$ cat config.mk
export PLATFORM = sky130hd
export DESIGN_NAME = mux_pipe
export DESIGN_NICKNAME = d
export VERILOG_FILES = /design/src/rtl/mux_pipe.sv
export SDC_FILE = /design/constraint.sdc
export NUM_CORES = 1
export LEC_CHECK = 0
export CORE_MARGIN = 3
export CORE_UTILIZATION = 30
export CTS_BUF_LIST = sky130_fd_sc_hd__clkbuf_8
export DETAILED_ROUTE_END_ITERATION = 8
export HOLD_SLACK_MARGIN = 0.05
export MAX_ROUTING_LAYER = met4
export PLACE_DENSITY = 0.67
export SETUP_SLACK_MARGIN = 0.15
export SLEW_MARGIN = 40
export SYNTH_ARGS = -nofsm -noshare
export SYNTH_HDL_FRONTEND = slang
export SYNTH_SLANG_ARGS = --single-unit
$ cat constraint.sdc
create_clock -name clk -period 1.7 [get_ports clk]
set_input_delay 0.425 -clock clk [delete_from_list [all_inputs] [get_ports clk]]
set_output_delay 0.425 -clock clk [all_outputs]
set_load 0.05 [all_outputs]
$ cat src/rtl/mux_pipe.sv
// N-input registered select with a 2-entry (output + skid) valid/ready stage.
// Latency 1 cycle; in_ready depends only on the skid valid bit, so it never waits on out_ready combinationally.
module mux_pipe #(
    parameter int DATA_WIDTH    = 32,
    parameter int NUM_INPUTS    = 4,
    parameter int CONTROL_WIDTH = 2
) (
    input  logic                            clk,
    input  logic                            rst_n,
    input  logic [CONTROL_WIDTH-1:0]        control,
    input  logic [NUM_INPUTS*DATA_WIDTH-1:0] in_data,
    input  logic                            in_valid,
    output logic                            in_ready,
    input  logic                            flush,
    output logic [DATA_WIDTH-1:0]           out,
    output logic                            out_valid,
    input  logic                            out_ready,
    output logic                            sel_err,
    output logic                            err_sticky
);

    generate
        if (NUM_INPUTS < 2 || NUM_INPUTS > 16) begin : g_bad_num_inputs
            $error("mux_pipe: NUM_INPUTS must be in 2..16");
        end
        if (CONTROL_WIDTH < $clog2(NUM_INPUTS)) begin : g_bad_control_width
            $error("mux_pipe: CONTROL_WIDTH too narrow for NUM_INPUTS");
        end
    endgenerate

    logic [DATA_WIDTH-1:0] r_or_dat;
    logic                  r_or_err;
    logic                  r_or_vld;
    logic [DATA_WIDTH-1:0] r_sk_dat;
    logic                  r_sk_err;
    logic                  r_sk_vld;
    logic                  r_err_sticky;

    logic [DATA_WIDTH-1:0] w_sel_dat;
    logic                  w_sel_err;
    logic                  w_accept;
    logic                  w_pop;

    // Out-of-range selects fall through the loop with zero data and the error flag set.
    always_comb begin
        w_sel_dat = '0;
        w_sel_err = 1'b1;
        for (int k = 0; k < NUM_INPUTS; k++) begin
            if (control == CONTROL_WIDTH'(k)) begin
                w_sel_dat = in_data[k*DATA_WIDTH +: DATA_WIDTH];
                w_sel_err = 1'b0;
            end
        end
    end

    assign in_ready = !r_sk_vld;
    assign w_accept = in_valid && in_ready && !flush;
    assign w_pop    = r_or_vld && out_ready;

    always_ff @(posedge clk or negedge rst_n) begin
        if (!rst_n) begin
            r_or_dat <= '0;
            r_or_err <= 1'b0;
            r_or_vld <= 1'b0;
            r_sk_dat <= '0;
            r_sk_err <= 1'b0;
            r_sk_vld <= 1'b0;
        end else if (flush) begin
            r_or_vld <= 1'b0;
            r_sk_vld <= 1'b0;
        end else if (w_pop && r_sk_vld) begin
            r_or_dat <= r_sk_dat;
            r_or_err <= r_sk_err;
            r_or_vld <= 1'b1;
            if (w_accept) begin
                r_sk_dat <= w_sel_dat;
                r_sk_err <= w_sel_err;
            end else begin
                r_sk_vld <= 1'b0;
            end
        end else if (w_pop || !r_or_vld) begin
            // Output slot is free this cycle: refill directly, skid stays empty.
            if (w_accept) begin
                r_or_dat <= w_sel_dat;
                r_or_err <= w_sel_err;
                r_or_vld <= 1'b1;
            end else begin
                r_or_vld <= 1'b0;
            end
        end else if (w_accept) begin
            r_sk_dat <= w_sel_dat;
            r_sk_err <= w_sel_err;
            r_sk_vld <= 1'b1;
        end
    end

    always_ff @(posedge clk or negedge rst_n) begin
        if (!rst_n) begin
            r_err_sticky <= 1'b0;
        end else if (w_accept && w_sel_err) begin
            r_err_sticky <= 1'b1;
        end
    end

    assign out        = r_or_dat;
    assign out_valid  = r_or_vld;
    assign sel_err    = r_or_err;
    assign err_sticky = r_err_sticky;

endmodule
; ---- Word-level counts from Yosys, hierarchy flattened
; Cells that the tools add are included.
[totals]
regBits = 69
in_bits = 135
output_inout_bits = 36
elab_cells = 60
[classes]
n_eq_ne = 6
n_mux = 29
bitwise_logic = 1
reduce_logical = 17
[ops]
columns = op, count
row1 = 2-to-1 mux 32 bit, 10
row2 = 2-to-1 mux 1 bit, 19
row3 = != test 3 bit (second input constant), 2
row4 = AND reduction 3 bit, 2
row5 = nonzero test 3 bit, 2
row6 = logical AND 1 bit, 5
row7 = == test 2 bit (second input constant), 2
row8 = nonzero test 2 bit, 2
row9 = zero test 1 bit, 3
row10 = == test 2 x 1 -> 1 bit (second input constant), 1
row11 = zero test 2 bit, 1
row12 = != test 2 bit (second input constant), 1
row13 = AND reduction 2 bit, 1
row14 = logical OR 1 bit, 1
row15 = inverter 1 bit, 1

; ---- Depth between registers and ports, before layout
; Gate-level depths: netlist of the first run.
[logic_depth]
ltp_word = 8
mapped_depth = 5
depth_no_buf = 3

; ---- Worst setup path before layout of the first run
; Ideal clock, no wire load.
[synth_timing]
path_kind = register -> register
start = reg r_or_vld (netlist: out_valid)
end = reg r_or_dat[23] (netlist: out[23])
setup_ns = 0.125
arrival_time_ns = 1.964
required_time_ns = 1.575
setup_slack_ns = -0.389
path_stages_with_launch = 6
n_path_buf = 2
period_less_slack_ns = 2.089
path_cell_list = dfrtp_1 -> buf_2 -> nand3_1 -> clkbuf_1 -> mux2_2 -> mux2_2
[synth_via]
elab_chain_cells = 4
elab_cells_between_ends = 8
cone_classes = 1 x mux / 7 x reduce/logical
[synth_rtl]
columns = item, line_no
row1 = "start, declared", 33  ; logic r_or_vld;
row2 = "start signal, assigned", 64  ; r_or_vld <= 1'b0;
row3 = "start signal, assigned", 69  ; r_or_vld <= 1'b0;
row4 = "start signal, assigned", 74  ; r_or_vld <= 1'b1;
row5 = logical AND 1 bit / zero test 1 bit (equally long branches), "58, 81"
row6 = logical AND 1 bit / logical OR 1 bit (equally long branches), "71, 81"
row7 = nonzero test 2 bit (no line), -
row8 = AND reduction 3 bit (no line), -
row9 = "end signal, assigned", 72  ; r_or_dat <= r_sk_dat;
row10 = "end signal, assigned", 84  ; r_or_dat <= w_sel_dat;
row11 = "end, declared", 31  ; logic [DATA_WIDTH-1:0] r_or_dat;
; Parallel ways exist; a longest one is shown, timed or not.
; A chain may end at the register's enable or synchronous reset.

; ---- Worst setup path after layout of the first run
[layout_timing]
start = in out_ready
end = reg r_sk_dat[30]
[layout_via]
elab_chain_cells = 4
elab_cells_between_ends = 6
cone_classes = 1 x eq/ne / 1 x mux / 4 x reduce/logical
[layout_rtl]
columns = item, line_no
row1 = "start, declared", 17  ; input logic out_ready,
row2 = logical AND 1 bit (*), 58  ; assign w_pop = r_or_vld && out_ready;
row3 = logical AND 1 bit / logical OR 1 bit (equally long branches), "71, 81"
row4 = != test 2 bit (no line), -
row5 = AND reduction 2 bit (no line), -
row6 = "end signal, assigned", 76  ; r_sk_dat <= w_sel_dat;
row7 = "end signal, assigned", 91  ; r_sk_dat <= w_sel_dat;
row8 = "end, declared", 34  ; logic [DATA_WIDTH-1:0] r_sk_dat;
; Every way passes the cells marked *; elsewhere a longest branch is shown, timed or not.

==> impl_metrics.yaml, run 1 <==
sta:
  tightest_slew_ns: 0.319
  final_max_slew_viol_count: 0
  relSlewSlack_pct: 78.7
  setup_viol_count_final: 0
  fin_crit_ns: 1.69
  skew_ns: 0.0120
  fin_tns_setup_ns: 0
  clock.fmax_mhz: 591
  holdWs_ns: 0.382
  rsz0062_at_grt: "yes"
  finalCritPeriodShare_pct: 99.6
  finalWorstSetupSlack_ns: 0.00675
  finalHoldViolCount: 0
critical_path:
  reg2reg_slack_ns: 0.02
  path_cells: "dlygate4sd2_1 > buf_4 > nor4b_4 > buf_4 > buf_12 > buf_12 > mux2_2"
  path_buf_inv: 5
  path_max_fanout: 9
  cp.required_ns: 1.92
  r2r_cells: 6
  cpPeakStageDelay_ns: 0.33
  crit-reg2reg-launch: "r_sk_vld"
  cp_top_family: "buffers and inverters"
  crit_slowest_cell: "mux2_2"
  reg2reg_to: "r_sk_dat[30]"
  arrival_ns: 1.91
  crit_type: "input pin to flop"
  setup.worst_path.end_class: "flop"
  crit_path_start_kind: "input pin"
worst_hold_path:
  hold_depth: 0
  min_path_type: "flop to flop"
  whs_endpoint: "err_sticky"
  hold_start: "err_sticky"
global_route:
  grt_max_degree: 35
  grt_pass1_vias: 3214
  overflow: 0
  track_usage_pct: 16.2
  grt_pass1_wl_um: 17500
  antenna_found_initial: 0
clocking:
  cts_max_path_buffers: 2
  cts.clk_slew.worst_paths_ns: 0.08
  cts-htree-levels: 3
  cts.root.buffer_cell: "clkbuf_8"
  tritoncts: "built"
  cts_sinks: 69
  insertion_delay_ns: 0.34
  cts_buffers: 9
logic_synthesis:
  synthesis.nets: 365
  yosys.area.top_type: "dfrtp_1"
  ys_seq_elements: 69
  syn_area_per_cell_um2: 17.0
  yosysSeqAreaShare_pct: 44.1
  yosysTopAreaCellShare_pct: 44.1
  yosys_warnings: 0
  ys_types: 22
  syn_area_um2: 3910
  synth_cells: 230
  synthTopCellsByArea: "dfrtp_1 (44%), mux2_2 (19%), mux4_2 (17%)"
power:
  leakagePower_uw: 0.00287
  ir_drop_mv: 0.393
  power_density_nw_per_um2: 959
final_layout:
  nNetsFinal: 564
  antenna_cells: 0
  seq_area_um2: 1730
  syn2layout_area_growth_pct: 69.5
  n_fill_cell: 1102
  drive_gt1_share_pct: 52.3
  multi_input_area_um2: 2170
floorplanning:
  die_h_um: 120
  coreArea_um2: 12700
  die-area_um2: 14400
  start_util_pct: 30.9
  boundaryPins: 171
  fp.dieW_um: 120
  num_rows: 41
route:
  firstDrtPassIters: 4
  via_per_inst: 4.72
  drc: 0
  wl_per_cell_um: 18.4
  wirelength_um: 11200
  detail-route-antenna-nets: 0
  first_iter_violations: 82
  vias: 2862
place:
  dp_slack_ns: -0.464
  portBuffers: 170
  place_hpwl_um: 7540
  gp_congestion: 0.753
status:
  status: "finished, final reports clean"
run:
  max_cap_violations: 0
-- cell families after synthesis --
| family | after synthesis | synth area share (%) |
|---|---|---|
| multiplexers | 128 | 49.1 |
| flip-flops | 69 | 44.1 |
| AO/OA/AOI/OAI | 6 | 1.47 |
| buffers and inverters | 22 | 4.16 |
| AND/OR/NAND/NOR | 5 | 1.09 |
-- report_power, final --
part,internal (µW),leakage (µW),switching [µW]
combinational,1500,0.00196,1230
clock,606,0.0000836,650
sequential,2090,0.000833,282
total,4200,0.00287,2160
-- metrics by stage --
step,instance area [µm²],std cells,total power (µW),utilization (%)
6_report,6630,606,6360,52.3
5_1_grt,6630,606,6670,52.3
4_1_cts,6560,602,6410,51.8
3_5_place_dp,6040,570,4990,47.7
3_3_place_gp,6040,570,4920,47.7
2_1_floorplan,4070,230,3930,-
-- layout make-up --
cell class              count  area share, %
repair buffers            206           34.9
multi-input cells         139           32.8
flip-flops and latches     69           26.1
well taps                 172           3.25
clock buffers              11           2.28
clock inverters             5          0.528
inverters                   4          0.226
-- flip-flops by register name, summed over array words and instances, names as in the netlist --
register,count
sel_err,1
out_valid,1
out,32
r_sk_err,1
r_sk_vld,1
err_sticky,1
r_sk_dat,32
-- placed cells by master, fill, tap and decap left out, types with 2 or more instances in the layout --
| cell type | netlist | final |
|---|---|---|
| dfrtp_2 | 0 | 2 |
| dfrtp_1 | 69 | 67 |
| buf_6 | 2 | 4 |
| clkbuf_8 | 0 | 11 |
| buf_4 | 3 | 37 |
| clkinvlp_4 | 0 | 4 |
| mux2_2 | 66 | 31 |
| mux4_2 | 30 | 32 |
| mux2_4 | 30 | 65 |
| buf_16 | 0 | 6 |
| clkbuf_16 | 0 | 2 |
| buf_12 | 3 | 23 |
| dlygate4sd2_1 | 0 | 23 |
| a21oi_1 | 2 | 2 |
| clkdlybuf4s50_1 | 0 | 108 |
| inv_1 | 4 | 3 |
-- cells in the mapped netlist --
cell type / n
mux2_2: 66
nand2_1: 1
a21oi_1: 2
o32ai_1: 1
dfrtp_1: 69
mux4_1: 2
clkbuf_1: 3
mux2_4: 30
mux4_2: 30
a221oi_4: 1
a211oi_1: 1
inv_1: 4
buf_4: 3
buf_12: 3
o21ai_0: 1
buf_2: 4
buf_1: 3
nand3_1: 1
nand2b_1: 1
nor2_1: 1
nor4b_4: 1
buf_6: 2
-- repair_timing --
action / CTS / global route
pin swaps: 1 / 1
endpoints found under the setup margin: 66 / 66
hold endpoints to repair: 20 / 0
buffers inserted: 8 / 2
gates resized for setup: 58 / 2
hold buffers: 1 / 0
gates cloned: 7 / 2
-- how the worst max path moves through the flow --
stage / start / to / slack, ns / cells past startpoint
floorplan: control[0] / out[0] / -0.09 / 5
global placement: in_valid / r_sk_dat[27] / -0.42 / 5
detailed placement: in_valid / r_sk_dat[7] / -0.46 / 5
CTS: r_sk_vld / r_sk_dat[31] / 0.02 / 6
global route: r_sk_vld / r_sk_dat[30] / -0.04 / 6
finish: out_ready / r_sk_dat[30] / 0.007 / 7
-- routing by layer --
metal / up-vias / wire length (µm) / global-route usage (%)
met5: - / 0 / -
met4: 0 / 87 / 3.01
met3: 9 / 626 / 4.26
met2: 102 / 5580 / 26.0
met1: 1456 / 4880 / 21.0
li1: 1295 / - / -
Note: power is estimated with default switching activity, not from simulation.
==> inputs of run 2 (changes only) <==
- PLACE_DENSITY: 0.67 -> unset
- PLACE_DENSITY_LB_ADDON: unset -> 0.15
- clock period: 1.7 -> 2.15 ns (I/O delays scaled with it)
==> run 2 against run 1 <==
Compared with the run above: hold slack lost 0.23 ns; die area stayed put; clock-buffer cell count did not move; critical endpoint is now out[23]; largest cell class is now multi-input combinational cells; highest routed layer unchanged.
==> impl_metrics.yaml, run 2 (synthesis results as in run 1) <==
status:
  status: "finished, final reports clean"
route:
  drc: 0
  wl_per_cell_um: 17.0
  first_iter_violations: 62
  vias: 2696
  firstDrtPassIters: 4
  detail-route-antenna-nets: 0
  wirelength_um: 9920
  via_per_inst: 4.63
final_layout:
  mostFrequentLayoutCells: "clkdlybuf4s50_1 (131), dfrtp_1 (68), mux2_2 (66)"
  finalNonFillerCells: 582
  nNetsFinal: 542
  design_area_um2: 5990
  syn2layout_area_growth_pct: 53.2
  antenna_cells: 0
  final_util_pct: 47.3
  multi_input_area_um2: 2030
  n_fill_cell: 1157
  seq_area_um2: 1730
  final_common_cell: "clkdlybuf4s50_1"
  drive_gt1_share_pct: 40.5
power:
  ir_drop_mv: 0.291
  power_density_nw_per_um2: 766
  leakagePower_uw: 0.00249
place:
  gp_congestion: 0.675
  place_hpwl_um: 7510
  portBuffers: 170
  dp_cells: 568
  place_area_um2: 5860
global_route:
  grt_max_degree: 36
  grt_pass1_vias: 2974
  antenna_found_initial: 0
  overflow: 0
  track_usage_pct: 14.4
  grt_pass1_wl_um: 15700
sta:
  setup_viol_count_final: 0
  finalHoldViolCount: 0
  final_max_slew_viol_count: 0
  relSlewSlack_pct: 64.9
  holdWs_ns: 0.154
  clock.fmax_mhz: 523
  skew_ns: 0.00792
  finalCritPeriodShare_pct: 88.9
  rsz0062_at_grt: "no"
  tightest_slew_ns: 0.528
  fin_crit_ns: 1.91
  fin_tns_setup_ns: 0
run:
  max_cap_violations: 0
clocking:
  cts_max_path_buffers: 2
  cts_buffers: 9
  cts.root.buffer_cell: "clkbuf_8"
  cts_sinks: 69
  cts.clk_slew.worst_paths_ns: 0.07
  postCtsSetupBuffers: 0
  tritoncts: "built"
  insertion_delay_ns: 0.33
  cts-htree-levels: 3
critical_path:
  cpPeakStageDelay_ns: 0.47
  reg2reg_to: "out[23]"
  crit-reg2reg-launch: "r_sk_vld"
  reg2reg_slack_ns: 0.37
  r2r_cells: 4
  cp.required_ns: 2.37
  path_max_fanout: 18
  crit_type: "input pin to flop"
  path_cells: "clkdlybuf4s50_1 > nand2b_1 > a221oi_4 > buf_12 > mux2_2"
  arrival_ns: 2.13
  crit_path_start_kind: "input pin"
  crit_slowest_cell: "clkdlybuf4s50_1"
  setup.worst_path.end_class: "flop"
floorplanning:
  start_util_pct: 30.9
  die_h_um: 120
  coreArea_um2: 12700
  boundaryPins: 171
  fp.dieW_um: 120
  num_rows: 41
  die-area_um2: 14400
worst_hold_path:
  min_path_type: "input pin to asynchronous set/reset pin"
## run 2: metal layers
layer	GRT usage, %	up-vias	routed length (µm)
met5	-	-	0
met4	4.51	0	129
met3	3.74	10	563
met2	23.3	87	4930
met1	17.8	1359	4300
li1	-	1240	-
## run 2: power by group
group,internal [µW],switching [µW]
clock network,461,464
logic,896,932
registers,1650,182
total,3010,1580
## run 2: final cells by class
type	count	share of cell area [%]
multi-input cells	139	33.8
clock inverters	3	0.230
inverters	4	0.251
well taps	172	3.59
flip-flops and latches	69	28.8
clock buffers	11	2.53
repair buffers	184	30.7
## run 2: worst max path at each step
stage                    from       to  slack (ns)  cells past startpoint
finish               in_valid  out[23]        0.24                      5
detailed placement   in_valid  out[23]       -0.12                      5
floorplan           out_valid  out[23]        0.21                      5
global route         in_valid  out[23]        0.19                      5
global placement     in_valid  out[24]       -0.11                      5
CTS                  in_valid  out[23]        0.25                      5
## run 2: stage by stage
stage	setup WS [ns]	power, µW
finish	0.239	4590
global route	0.192	4840
CTS	0.247	4670
detailed placement	-0.124	3820
global placement	-0.105	3780
floorplan	0.214	3060
## run 2: critical path, delay by kind of cell
| kind | cells | cell delay (ns) |
|---|---|---|
| mux | 1 | 0.35 |
| compound gates | 1 | 0.37 |
| buf+inv | 2 | 0.71 |
| simple gates | 1 | 0.15 |
## run 2: what timing repair did
action,4_1_cts,5_1_grt
hold buffers,0,0
resized for setup,30,0
endpoints found under the setup margin,30,0
